File: src/rtl/line_buf_writer.sv
// ---------------------------------------------------------------------------
// line_buf_writer
//   Write-side controller for a circular pixel line buffer held in port A of
//   a true-dual-port RAM. Packs a valid/ready pixel stream into NUM_LINES rows
//   of LINE_LEN pixels, pulses line_done per completed row and frame_done on
//   the last row of a frame, counts rows not yet released by the reader and
//   stalls upstream while every row is occupied.
//
// Ports
//   clk, rst_n      clock (posedge) and asynchronous active-low reset
//   s_valid/s_ready upstream handshake; s_data pixel, s_sof start-of-frame
//   line_release    reader freed the oldest row (1-cycle pulse)
//   ram_en/ram_we   RAM port A enable / write enable (registered)
//   ram_addr/ram_di RAM port A address {wr_line, col} and write data
//   line_done       row written, aligned with its last RAM write
//   frame_done      last row of the frame written, aligned with line_done
//   lines_filled    rows written and not yet released
//   err_sof         sticky: sof accepted in the middle of a frame
//   err_release     sticky: release while no row was filled
// ---------------------------------------------------------------------------
module line_buf_writer #(
   parameter int WIDTH_G    = 32,
   parameter int LINE_LEN   = 64,
   parameter int NUM_LINES  = 4,
   parameter int COLW       = 6,
   parameter int LINEW      = 2,
   parameter int ADDRWIDTH  = 8,
   parameter int FRAME_ROWS = 48
) (
   input  logic                 clk,
   input  logic                 rst_n,
   input  logic                 s_valid,
   output logic                 s_ready,
   input  logic [WIDTH_G-1:0]   s_data,
   input  logic                 s_sof,
   input  logic                 line_release,
   output logic                 ram_en,
   output logic                 ram_we,
   output logic [ADDRWIDTH-1:0] ram_addr,
   output logic [WIDTH_G-1:0]   ram_di,
   output logic                 line_done,
   output logic                 frame_done,
   output logic [LINEW:0]       lines_filled,
   output logic                 err_sof,
   output logic                 err_release
);

   localparam int ROWW = (FRAME_ROWS > 1) ? $clog2(FRAME_ROWS) : 1;
   localparam logic [COLW-1:0]  COL_LAST  = COLW'(LINE_LEN - 1);
   localparam logic [ROWW-1:0]  ROW_LAST  = ROWW'(FRAME_ROWS - 1);
   localparam logic [LINEW:0]   FILL_FULL = (LINEW+1)'(NUM_LINES);

   typedef enum logic [1:0] {
      ST_IDLE      = 2'd0,
      ST_WRITE     = 2'd1,
      ST_WAIT_FREE = 2'd2
   } state_e;

   state_e              state_q, state_d;
   logic [COLW-1:0]     col_q, col_d;
   logic [LINEW-1:0]    line_q, line_d;
   logic [ROWW-1:0]     row_q, row_d;
   logic [LINEW:0]      filled_q, filled_d;

   logic                ram_en_q;
   logic [ADDRWIDTH-1:0] ram_addr_q;
   logic [WIDTH_G-1:0]  ram_di_q;
   logic                line_done_q, frame_done_q, err_sof_q, err_release_q;

   logic                s_ready_s, accept_s, row_end_s, frame_end_s, rel_ok_s;

   // Upstream ready: IDLE only opens for a start-of-frame beat with room left.
   always_comb begin
      s_ready_s = 1'b0;
      case (state_q)
         ST_IDLE:      s_ready_s = s_valid && s_sof && (filled_q < FILL_FULL);
         ST_WRITE:     s_ready_s = 1'b1;
         ST_WAIT_FREE: s_ready_s = 1'b0;
         default:      s_ready_s = 1'b0;
      endcase
   end

   assign s_ready     = s_ready_s;
   assign accept_s    = s_valid && s_ready_s;
   assign row_end_s   = accept_s && (col_q == COL_LAST);
   assign frame_end_s = row_end_s && (row_q == ROW_LAST);
   // A release with nothing filled is an error and must not underflow the count.
   assign rel_ok_s    = line_release && (filled_q != {(LINEW+1){1'b0}});

   // Occupied-row count: completion and release in the same cycle cancel.
   always_comb begin
      filled_d = filled_q;
      if (row_end_s && !rel_ok_s) begin
         filled_d = filled_q + (LINEW+1)'(1);
      end else if (!row_end_s && rel_ok_s) begin
         filled_d = filled_q - (LINEW+1)'(1);
      end else begin
         filled_d = filled_q;
      end
   end

   // Next-state logic for the FSM and the column/line/row counters.
   always_comb begin
      state_d = state_q;
      col_d   = col_q;
      line_d  = line_q;
      row_d   = row_q;
      if (accept_s) begin
         if (row_end_s) begin
            col_d  = {COLW{1'b0}};
            line_d = line_q + LINEW'(1);
            if (frame_end_s) begin
               row_d = {ROWW{1'b0}};
            end else begin
               row_d = row_q + ROWW'(1);
            end
         end else begin
            col_d = col_q + COLW'(1);
         end
      end else begin
         col_d = col_q;
      end
      case (state_q)
         ST_IDLE, ST_WRITE: begin
            // Frame end wins over the full-buffer stall.
            if (frame_end_s) begin
               state_d = ST_IDLE;
            end else if (row_end_s && (filled_d == FILL_FULL)) begin
               state_d = ST_WAIT_FREE;
            end else if (accept_s) begin
               state_d = ST_WRITE;
            end else begin
               state_d = state_q;
            end
         end
         ST_WAIT_FREE: begin
            if (rel_ok_s) begin
               state_d = ST_WRITE;
            end else begin
               state_d = ST_WAIT_FREE;
            end
         end
         default: state_d = ST_IDLE;
      endcase
   end

   // State and counter registers.
   always_ff @(posedge clk or negedge rst_n) begin
      if (!rst_n) begin
         state_q  <= ST_IDLE;
         col_q    <= {COLW{1'b0}};
         line_q   <= {LINEW{1'b0}};
         row_q    <= {ROWW{1'b0}};
         filled_q <= {(LINEW+1){1'b0}};
      end else begin
         state_q  <= state_d;
         col_q    <= col_d;
         line_q   <= line_d;
         row_q    <= row_d;
         filled_q <= filled_d;
      end
   end

   // Registered RAM port, row/frame pulses and sticky error flags.
   always_ff @(posedge clk or negedge rst_n) begin
      if (!rst_n) begin
         ram_en_q      <= 1'b0;
         ram_addr_q    <= {ADDRWIDTH{1'b0}};
         ram_di_q      <= {WIDTH_G{1'b0}};
         line_done_q   <= 1'b0;
         frame_done_q  <= 1'b0;
         err_sof_q     <= 1'b0;
         err_release_q <= 1'b0;
      end else begin
         ram_en_q     <= accept_s;
         line_done_q  <= row_end_s;
         frame_done_q <= frame_end_s;
         if (accept_s) begin
            ram_addr_q <= {line_q, col_q};
            ram_di_q   <= s_data;
         end
         if (accept_s && s_sof && (state_q != ST_IDLE)) begin
            err_sof_q <= 1'b1;
         end
         if (line_release && !rel_ok_s) begin
            err_release_q <= 1'b1;
         end
      end
   end

   assign ram_en       = ram_en_q;
   assign ram_we       = ram_en_q;
   assign ram_addr     = ram_addr_q;
   assign ram_di       = ram_di_q;
   assign line_done    = line_done_q;
   assign frame_done   = frame_done_q;
   assign lines_filled = filled_q;
   assign err_sof      = err_sof_q;
   assign err_release  = err_release_q;

endmodule

File: config.mk
export PLATFORM = sky130hd
export DESIGN_NAME = line_buf_writer
export DESIGN_NICKNAME = d
export VERILOG_FILES = /design/src/rtl/line_buf_writer.sv
export SDC_FILE = /design/constraint.sdc
export NUM_CORES = 1
export LEC_CHECK = 0
export ABC_AREA = 1
export CORE_ASPECT_RATIO = 2
export CORE_MARGIN = 2
export CORE_UTILIZATION = 33
export DETAILED_ROUTE_END_ITERATION = 10
export GPL_TIMING_DRIVEN = 0
export SYNTH_ARGS = -nofsm -noshare
export SYNTH_HDL_FRONTEND = slang
export SYNTH_SLANG_ARGS = --single-unit
File: constraint.sdc
create_clock -name clk -period 2 [get_ports clk]
set_input_delay 0.6 -clock clk [delete_from_list [all_inputs] [get_ports clk]]
set_output_delay 0.6 -clock clk [all_outputs]
set_load 0.05 [all_outputs]
## Word-level counts from Yosys, hierarchy flattened

Cells that the tools add are included.

| storage, ports and cells | value |
|---|---|
| input port bits | 37 |
| output and inout bits | 50 |
| register bits | 64 |

| cells by class | value |
|---|---|
| order comparisons | 1 |
| equal/unequal tests | 6 |
| reduce and logical (&&, ||, !) cells | 19 |
| add/sub/neg operators | 5 |
| mux-type cells | 10 |

Operator list:

| operator | count |
|---|---|
| adder 6 x 1 -> 6 bit (second input constant) | 2 |
| == test 6 bit (second input constant) | 2 |
| logical AND 1 bit | 12 |
| 2-to-1 mux 6 bit | 2 |
| 2-to-1 mux 2 bit | 4 |
| 2-to-1 mux 3 bit | 2 |
| != test 4 bit (second input constant) | 1 |
| one-hot mux 2 bit (2 select lines) | 1 |
| adder 3 x 1 -> 3 bit (second input constant) | 1 |
| == test 3 bit (second input constant) | 1 |
| < comparator 3 bit (second input constant) | 1 |
| nonzero test 3 bit | 1 |
| subtractor 3 x 1 -> 3 bit (second input constant) | 1 |
| adder 2 x 1 -> 2 bit (second input constant) | 1 |
| == test 2 x 1 -> 1 bit (second input constant) | 1 |
| == test 2 bit (second input constant) | 1 |
| zero test 1 bit | 2 |
| zero test 2 bit | 1 |
| one-hot mux 1 bit (2 select lines) | 1 |
| AND reduction 2 bit | 1 |
| nonzero test 2 bit | 1 |
| OR reduction 2 bit | 1 |

## Longest topological paths before layout

Gate-level depths: netlist of the first run.

| depth | value |
|---|---|
| depth after elaboration | 14 |
| gate-level depth with buffers | 15 |

## Least setup slack after synthesis of the first run

No wires, ideal clock.

| path | value |
|---|---|
| path type | reg-to-reg |
| start | register filled_q[2], in the netlist lines_filled[2] |
| end | register state_q[0] |
| stages on the path, launching flop included | 11 |
| period minus slack after synthesis | 1.970 ns |
| library setup time | 0.116 ns |
| buffers on the path | 0 |
| slack | 0.030 ns |
| data required time | 1.884 ns |
| data arrival time | 1.853 ns |
| path through | dfrtp_1 > nor2_1 > nand2_1 > nand2_2 > nand3_2 > nor3_2 > nand4_2 > nand3_1 > nand2_1 > nand2_1 > nand2_1 |

| between the ends | value |
|---|---|
| cells in the longest elaborated chain, start to end | 14 |
| elaborated cells between the ends (all ways) | 23 |

RTL lines:

| what | line | RTL |
|---|---|---|
| from (decl) | 63 | `logic [LINEW:0] filled_q, filled_d;` |
| from (signal assigned) | 154 | `filled_q <= {(LINEW+1){1'b0}};` |
| from (signal assigned) | 160 | `filled_q <= filled_d;` |
| < comparator 3 bit * | 76 | `ST_IDLE: s_ready_s = s_valid && s_sof && (filled_q < FILL_FULL);` |
| logical AND 1 bit * | 76 |  |
| one-hot mux 1 bit (2 select lines) * | 75 | `case (state_q)` |
| via s_ready | 33 | `output logic s_ready,` |
| logical AND 1 bit * | 84 | `assign accept_s = s_valid && s_ready_s;` |
| logical AND 1 bit | 85 | `assign row_end_s = accept_s && (col_q == COL_LAST);` |
| zero test 1 bit | 95 | `end else if (!row_end_s && rel_ok_s) begin` |
| logical AND 1 bit | 95 |  |
| 2-to-1 mux 3 bit | 95 |  |
| 2-to-1 mux 3 bit | 93 | `if (row_end_s && !rel_ok_s) begin` |
| == test 3 bit | 128 | `end else if (row_end_s && (filled_d == FILL_FULL)) begin` |
| logical AND 1 bit | 128 |  |
| 2-to-1 mux 2 bit | 128 |  |
| 2-to-1 mux 2 bit | 126 | `if (frame_end_s) begin` |
| one-hot mux 2 bit (2 select lines) | 123 | `case (state_q)` |
| to (signal assigned) | 156 | `state_q <= state_d;` |
| to (decl) | 59 | `state_e state_q, state_d;` |

The timed path passes the listed nets; every way through them passes the cells marked *.
A chain may end at the register's enable or synchronous reset.

## Final worst setup path of the first run

| path | value |
|---|---|
| start | input s_sof |
| end | output s_ready |

| between the ends | value |
|---|---|
| cells in the longest elaborated chain, start to end | 3 |

RTL lines:

| what | line | RTL |
|---|---|---|
| from (decl) | 35 | `input logic s_sof,` |
| logical AND 1 bit (2 in a row) | 76 |  |
| one-hot mux 1 bit (2 select lines) | 75 |  |
| to (decl) | 33 |  |

Every way passes these cells.

==> results of run 1 <==
==> routing by layer <==
metal	global-route usage	up-vias	routed length, um
li1	-	1176	-
met1	0.157	1110	2410
met3	0.0325	18	303
met2	0.270	65	3410
met4	0.0889	0	238
met5	0	-	0
==> cells in the mapped netlist <==
cell type,n,area share
buf_1,1,0.0014
clkbuf_1,4,0.0056
buf_2,4,0.0074
inv_1,25,0.035
nor3_1,4,0.0074
o21ai_0,12,0.022
ha_1,5,0.023
o32ai_1,1,0.0033
nand4_2,1,0.0047
nand2_1,139,0.19
inv_2,1,0.0014
a31o_2,1,0.0033
a211oi_1,1,0.0028
nand3_1,15,0.028
nand4_1,1,0.0023
nor3_2,1,0.0037
buf_6,1,0.0042
nand2_2,1,0.0023
xor2_1,4,0.013
buf_4,1,0.0028
nand3_2,3,0.011
o21bai_1,1,0.0028
nor2_1,10,0.014
a21oi_1,3,0.0056
or2_2,1,0.0023
dfrtp_1,64,0.60
==> state kept, by name, indices dropped and copies added (netlist names) <==
| name | cells |
|---|---|
| line_q | 2 |
| frame_done | 1 |
| ram_addr | 8 |
| state_q | 2 |
| err_sof | 1 |
| lines_filled | 3 |
| col_q | 6 |
| line_done | 1 |
| row_q | 6 |
| ram_en | 1 |
| err_release | 1 |
| ram_di | 32 |
==> worst max path at each step <==
stage	to	startpoint
floorplan	state_q[0]	lines_filled[2]
global placement	ram_di[30]	rst_n
detailed placement	s_ready	s_valid
CTS	s_ready	s_valid
global route	state_q[0]	s_sof
finish	s_ready	s_sof
==> report_power, final <==
part	switching, mW	internal, mW
logic	0.223	0.127
registers	0.0222	1.34
clock network	0.561	1.22
==> area by class of cell <==
cell class | count | area [um^2] | area share
flip-flops and latches | 64 | 1600 | 0.385
multi-input cells | 204 | 988 | 0.238
plain buffers | 11 | 57.6 | 0.0138
repair buffers | 106 | 951 | 0.229
clock inverters | 7 | 120 | 0.0289
clock buffers | 9 | 225 | 0.0541
well taps | 96 | 120 | 0.0289
inverters | 26 | 97.6 | 0.0235
==> stage by stage <==
| stage | utilization | instances |
|---|---|---|
| floorplan | - | 305 |
| global placement | 0.462 | 487 |
| detailed placement | 0.462 | 487 |
| CTS | 0.516 | 518 |
| global route | 0.524 | 523 |
| finish | 0.524 | 523 |
==> repair_timing <==
| action | 4_1_cts | 5_1_grt |
|---|---|---|
| buffers inserted | 15 | 5 |
| pin swaps | 7 | 11 |
| resized for setup | 66 | 12 |
| hold endpoints to repair | 0 | 0 |
| gates cloned | 0 | 0 |
| setup endpoints to repair | 95 | 36 |
==> worst max-delay path, stage by stage <==
cell	delay (ns)
clkdlybuf4s15_1	0.17
nand2_1	0.08
inv_1	0.04
nand2_1	0.06
nand2_2	0.09
buf_4	0.15
buf_6	0.14
==> kinds of logic (layout without fill, tap and decap cells) <==
| kind of cell | Yosys count | after routing | share of synthesized area |
|---|---|---|---|
| XOR/XNOR | 4 | 4 | 0.0130 |
| AO/OA/AOI/OAI | 19 | 19 | 0.0400 |
| buffers and inverters | 37 | 159 | 0.0577 |
| AND/OR/NAND/NOR | 176 | 176 | 0.270 |
| flip-flops | 64 | 64 | 0.596 |
| adder cells (fa/ha/maj) | 5 | 5 | 0.0233 |
==> key figures, run 1 <==
Final layout
  – Number of fillers in the final layout: approximately 740
  – Share of post-route cells with drive strength above 1: 0.152
  – Area Growth Syn to Fin: 54.8%
  – Most frequent cells in the layout: nand2_1, dfrtp_1, dlygate4sd2_1
  – Nets@finish: 464
  – Most frequent standard cell in the layout excluding fill and tap cells: nand2_1
  – Post-layout instance area: 4160 um^2
  – Antenna cells: 0

Placement
  – Final HPWL from detailed placement: 4.49 mm
  – Last weighted congestion value of the routability-driven placer: 0.765
  – Number of buffer cells added on primary ports: 86
  – DP Worst Slack: -0.876 ns
  – Standard cell area after detailed placement: 3670 um^2

STA
  – Tmin final: slightly below 2 ns
  – Highest attainable clock frequency: 517 MHz
  – Setup clock skew after layout: 0.00390 ns
  – Setup total negative slack: 0 ns
  – Total count of max-transition violations in the final report: 0
  – Setup-violating endpoint count in the final report: 0
  – Measured slew at the worst slew-check pin: 0.780 ns
  – Final worst slack: 0.0652 ns
  – Ratio of final minimum period to clock period: 0.967
  – Unrepaired setup endpoints after global routing: false
  – Hold_ws: 0.357 ns
  – Max_slew headroom: 0.480
  – Final hold violation count: 0

Clocking
  – Clock net sink count: 64
  – Clock transition at the registers of the reported paths: 0.06 ns
  – Max Root-Sink Buffers: 2
  – CTS Buf Count: 9
  – CTS tree: done
  – Worst-Skew Late Latency: roughly 0.32 ns
  – # H-tree levels: 3
  – Number of hold buffers added after CTS: 0
  – Clock root cell: clkbuf_16

Critical path
  – Reg-to-reg startpoint: state_q[1]
  – R2r worst-path depth: 13
  – Endpoint arrival time on the critical path: 1.33 ns
  – Worst Setup End Kind: primary output
  – Largest fanout on the critical path: 4
  – Endpoint of the lowest-slack register-to-register path: state_q[0]
  – Slack of the worst reg-to-reg path: 0.17 ns
  – Path type of the worst setup path: in -> out
  – Type of origin of the critical path: primary input
  – Data required time at the worst endpoint: 1.40 ns

Global route
  – Total global routing track utilization: 0.153
  – Largest net degree at the start of global routing: 65
  – Wire length of the first global-routing pass: 10.4 mm
  – Number of antenna violations at the first check in global routing: 0
  – Sum of overflow across all layers after global routing: 0
  – Number of global-route vias before repair: 2,402

Floorplanning
  – Area of the die: 8930 um^2
  – Width of the chip: 67.8 um
  – Effective utilization at floorplan: 0.338
  – Vertical die dimension: 132 um
  – Cell row count: between 40 and 50
  – Number of top-level pins: 87
  – Floorplan Core Area: approximately 7900 um^2

Logic synthesis
  – Fraction of the yosys area taken by sequential cells: 0.596
  – Count of unique library cells instantiated by Yosys: 26
  – Synthesized netlist cell count: 305
  – Register bit count reported by yosys: 64
  – Post-Syn Area: 2690 um^2
  – Synthesized area per cell: roughly 8.8 um^2
  – Syn_nets: between 300 and 400
  – Synthesis warning total: 0

Drt
  – Average via count per standard cell: 4.53
  – Detailed-routing iteration count for the pre-antenna-repair pass: 4
  – Total Routed Length: between 6 and 7 mm
  – Iteration-0 DRC count of the detailed router: 128
  – Count of unresolved DRC violations after routing: 0
  – Overall via count from detail_route: 2,369
  – Post-detailed-route wirelength per cell: around 12 um
  – ANT nets after route: 0

Pwr
  – Max VDD drop: between 0.0004 and 0.0005 V
  – Post-layout total power: 3.49 mW
  – Cell area power density: 839 nW/um^2
  – P_leak: approximately 2.3 nW

Status
  – Outcome: finished, final reports clean

Hold path
  – Hold WC Path Type: in -> async

Job
  – Max capacitance violation total: 0
(Power assumes the default switching activity.)
==> run 2, diff against run 1 <==
--- a/config.mk
+++ b/config.mk
@@ -9,8 +9,10 @@
 export CORE_ASPECT_RATIO = 2
 export CORE_MARGIN = 2
 export CORE_UTILIZATION = 33
+export CTS_CLUSTER_SIZE = 16
 export DETAILED_ROUTE_END_ITERATION = 10
 export GPL_TIMING_DRIVEN = 0
 export SYNTH_ARGS = -nofsm -noshare
 export SYNTH_HDL_FRONTEND = slang
 export SYNTH_SLANG_ARGS = --single-unit
+export TNS_END_PERCENT = 50
==> constraint.sdc (replaced) <==
create_clock -name clk -period 2 [get_ports clk]
set_input_delay 0.6 -clock clk [delete_from_list [all_inputs] [get_ports clk]]
set_output_delay 0.6 -clock clk [all_outputs]
set_load 0.02 [all_outputs]
==> key figures, run 2 (synthesis results as in run 1) <==
Critical path
  – Endpoint arrival time on the critical path: 1.36 ns (+0.03 ns)
  – Endpoint of the lowest-slack register-to-register path: state_q[0]
  – Largest fanout on the critical path: 5 (+1)
  – Cell-by-cell listing of the critical path: clkdlybuf4s50_1
  – Type of origin of the critical path: flip-flop
  – Slack of the worst reg-to-reg path: 0.22 ns (+0.05 ns)
  – Path type of the worst setup path: reg -> out
  – Worst Setup End Kind: primary output
  – Reg-to-reg startpoint: lines_filled[0]
  – Slowest cell on the critical path: clkdlybuf4s50_1
  – Max stage delay on crit path: 0.63 ns (+0.46 ns)
  – R2r worst-path depth: 13 (unchanged)
  – Crit-path leading delay family: buffers and inverters
  – Data required time at the worst endpoint: 1.40 ns (about the same)
  – Bufs and invs on worst path: 1 (-3)

Final layout
  – Number of fillers in the final layout: 742 (+0.41%)
  – Antenna cells: 0 (unchanged)
  – Most frequent cells in the layout: nand2_1, clkdlybuf4s50_1, dfrtp_1
  – Share of post-route cells with drive strength above 1: 0.118 (-0.0344)
  – Most frequent standard cell in the layout excluding fill and tap cells: nand2_1
  – Nets@finish: 453 (-2.4%)
  – Register area: 1600 um^2 (unchanged)
  – Multi-input gate area: 957 um^2 (-3.2%)
  – Area Growth Syn to Fin: 52.6%
  – Flip-flop count of the largest register, all copies and words added: 32 (unchanged)

Clocking
  – Worst-Skew Late Latency: 0.33 ns (about the same)
  – CTS Buf Count: 9 (unchanged)
  – Clock root cell: clkbuf_16
  – Max Root-Sink Buffers: 2 (unchanged)
  – Clock transition at the registers of the reported paths: 0.06 ns (about the same)
  – # H-tree levels: 3 (unchanged)
  – CTS tree: done
  – Clock net sink count: 64 (unchanged)

STA
  – Ratio of final minimum period to clock period: 0.982 (+0.0144)
  – Unrepaired setup endpoints after global routing: false
  – Highest attainable clock frequency: 509 MHz (-1.5%)
  – Measured slew at the worst slew-check pin: 0.790 ns (+0.00935 ns)
  – Setup-violating endpoint count in the final report: 0 (unchanged)
  – Max_slew headroom: 0.474 (-0.00623)
  – Hold_ws: 0.353 ns (-0.00389 ns)
  – Setup clock skew after layout: 0.00484 ns (+0.000944 ns)
  – Setup total negative slack: 0 ns (unchanged)
  – Total count of max-transition violations in the final report: 0 (unchanged)
  – Tmin final: 1.96 ns (+0.0287 ns)
  – Final hold violation count: 0 (unchanged)

Global route
  – Largest net degree at the start of global routing: 65 (unchanged)
  – Number of antenna violations at the first check in global routing: 0 (unchanged)
  – Sum of overflow across all layers after global routing: 0 (unchanged)
  – Wire length of the first global-routing pass: 10.1 mm (-2.3%)
  – Number of global-route vias before repair: 2,345 (-2.4%)
  – Total global routing track utilization: 0.150 (-0.00342)

Drt
  – ANT nets after route: 0 (unchanged)
  – Count of unresolved DRC violations after routing: 0 (unchanged)
  – Post-detailed-route wirelength per cell: 12.2 um (about the same)
  – Overall via count from detail_route: 2,309 (-2.5%)
  – Detailed-routing iteration count for the pre-antenna-repair pass: 4 (unchanged)
  – Average via count per standard cell: 4.51 (-0.44%)
  – Iteration-0 DRC count of the detailed router: 126 (-1.6%)
  – Total Routed Length: 6.23 mm (-2.1%)

Floorplanning
  – Effective utilization at floorplan: 0.338 (unchanged)
  – Vertical die dimension: 132 um (unchanged)
  – Area of the die: 8930 um^2 (unchanged)
  – Width of the chip: 67.8 um (unchanged)
  – Number of top-level pins: 87 (unchanged)
  – Cell row count: 46 (unchanged)
  – Floorplan Core Area: 7940 um^2 (unchanged)

Placement
  – Number of buffer cells added on primary ports: 86 (unchanged)
  – Last weighted congestion value of the routability-driven placer: 0.765 (unchanged)
  – Final HPWL from detailed placement: 4.49 mm (unchanged)

Pwr
  – P_leak: 2.06 nW (-9.3%)
  – Max VDD drop: 0.000445 V (+0.86%)
  – Cell area power density: 837 nW/um^2 (-0.20%)

Hold path
  – Hold WC Path Type: in -> async

Job
  – Max capacitance violation total: 0 (unchanged)

Status
  – Outcome: finished, final reports clean
==> run 2: worst max-delay path by stage <==
stage / start / end / slack, ns / cells past startpoint
4_1_cts: lines_filled[2] / lines_filled[2] / 0.03 / 1
3_5_place_dp: s_valid / s_ready / -0.68 / 6
6_report: lines_filled[2] / lines_filled[2] / 0.04 / 1
2_1_floorplan: s_sof / state_q[0] / 0.24 / 11
5_1_grt: ram_en / ram_we / 0.003 / 2
3_3_place_gp: rst_n / ram_di[30] / -1.81 / 1
==> run 2: metrics by stage <==
stage / worst slack (ns) / utilization / instance area, um^2 / power (mW) / cells
after floorplan: 0.236 / - / 2690 / 1.48 / 305
after global placement: -1.81 / 0.462 / 3670 / 1.66 / 487
after detailed placement: -0.677 / 0.462 / 3670 / 1.67 / 487
after CTS: 0.0287 / 0.514 / 4080 / 3.48 / 512
after global routing: 0.00320 / 0.516 / 4100 / 3.56 / 512
final: 0.0365 / 0.516 / 4100 / 3.43 / 512
==> run 2: layer usage <==
layer | up-vias | global-route usage | wire [um]
li1 | 1154 | - | -
met1 | 1081 | 0.157 | 2420
met2 | 59 | 0.261 | 3320
met3 | 15 | 0.0308 | 290
met4 | 0 | 0.0867 | 196
met5 | - | 0 | 0
==> run 2: where the power goes <==
part	total (mW)	switching [mW]	internal (mW)	leakage (nW)
combinational	0.287	0.131	0.156	1.08
clock	1.78	0.565	1.22	0.166
sequential	1.36	0.0240	1.34	0.809
==> run 2: area by class of cell <==
type / count / share of cell area
buffer: 11 / 0.0143
clock buffer: 9 / 0.0549
clock inverter: 7 / 0.0293
inverter: 26 / 0.0238
multi-input combinational: 204 / 0.233
sequential: 64 / 0.390
tap: 96 / 0.0293
timing repair buffer: 95 / 0.225
==> run 2: timing repair <==
item,4_1_cts,5_1_grt
cloned,0,0
endpoints found under the hold margin,0,0
hold buffers,0,0
pin swaps,1,3
endpoints found under the setup margin,46,20
setup buffers,9,0
gates resized for setup,9,11
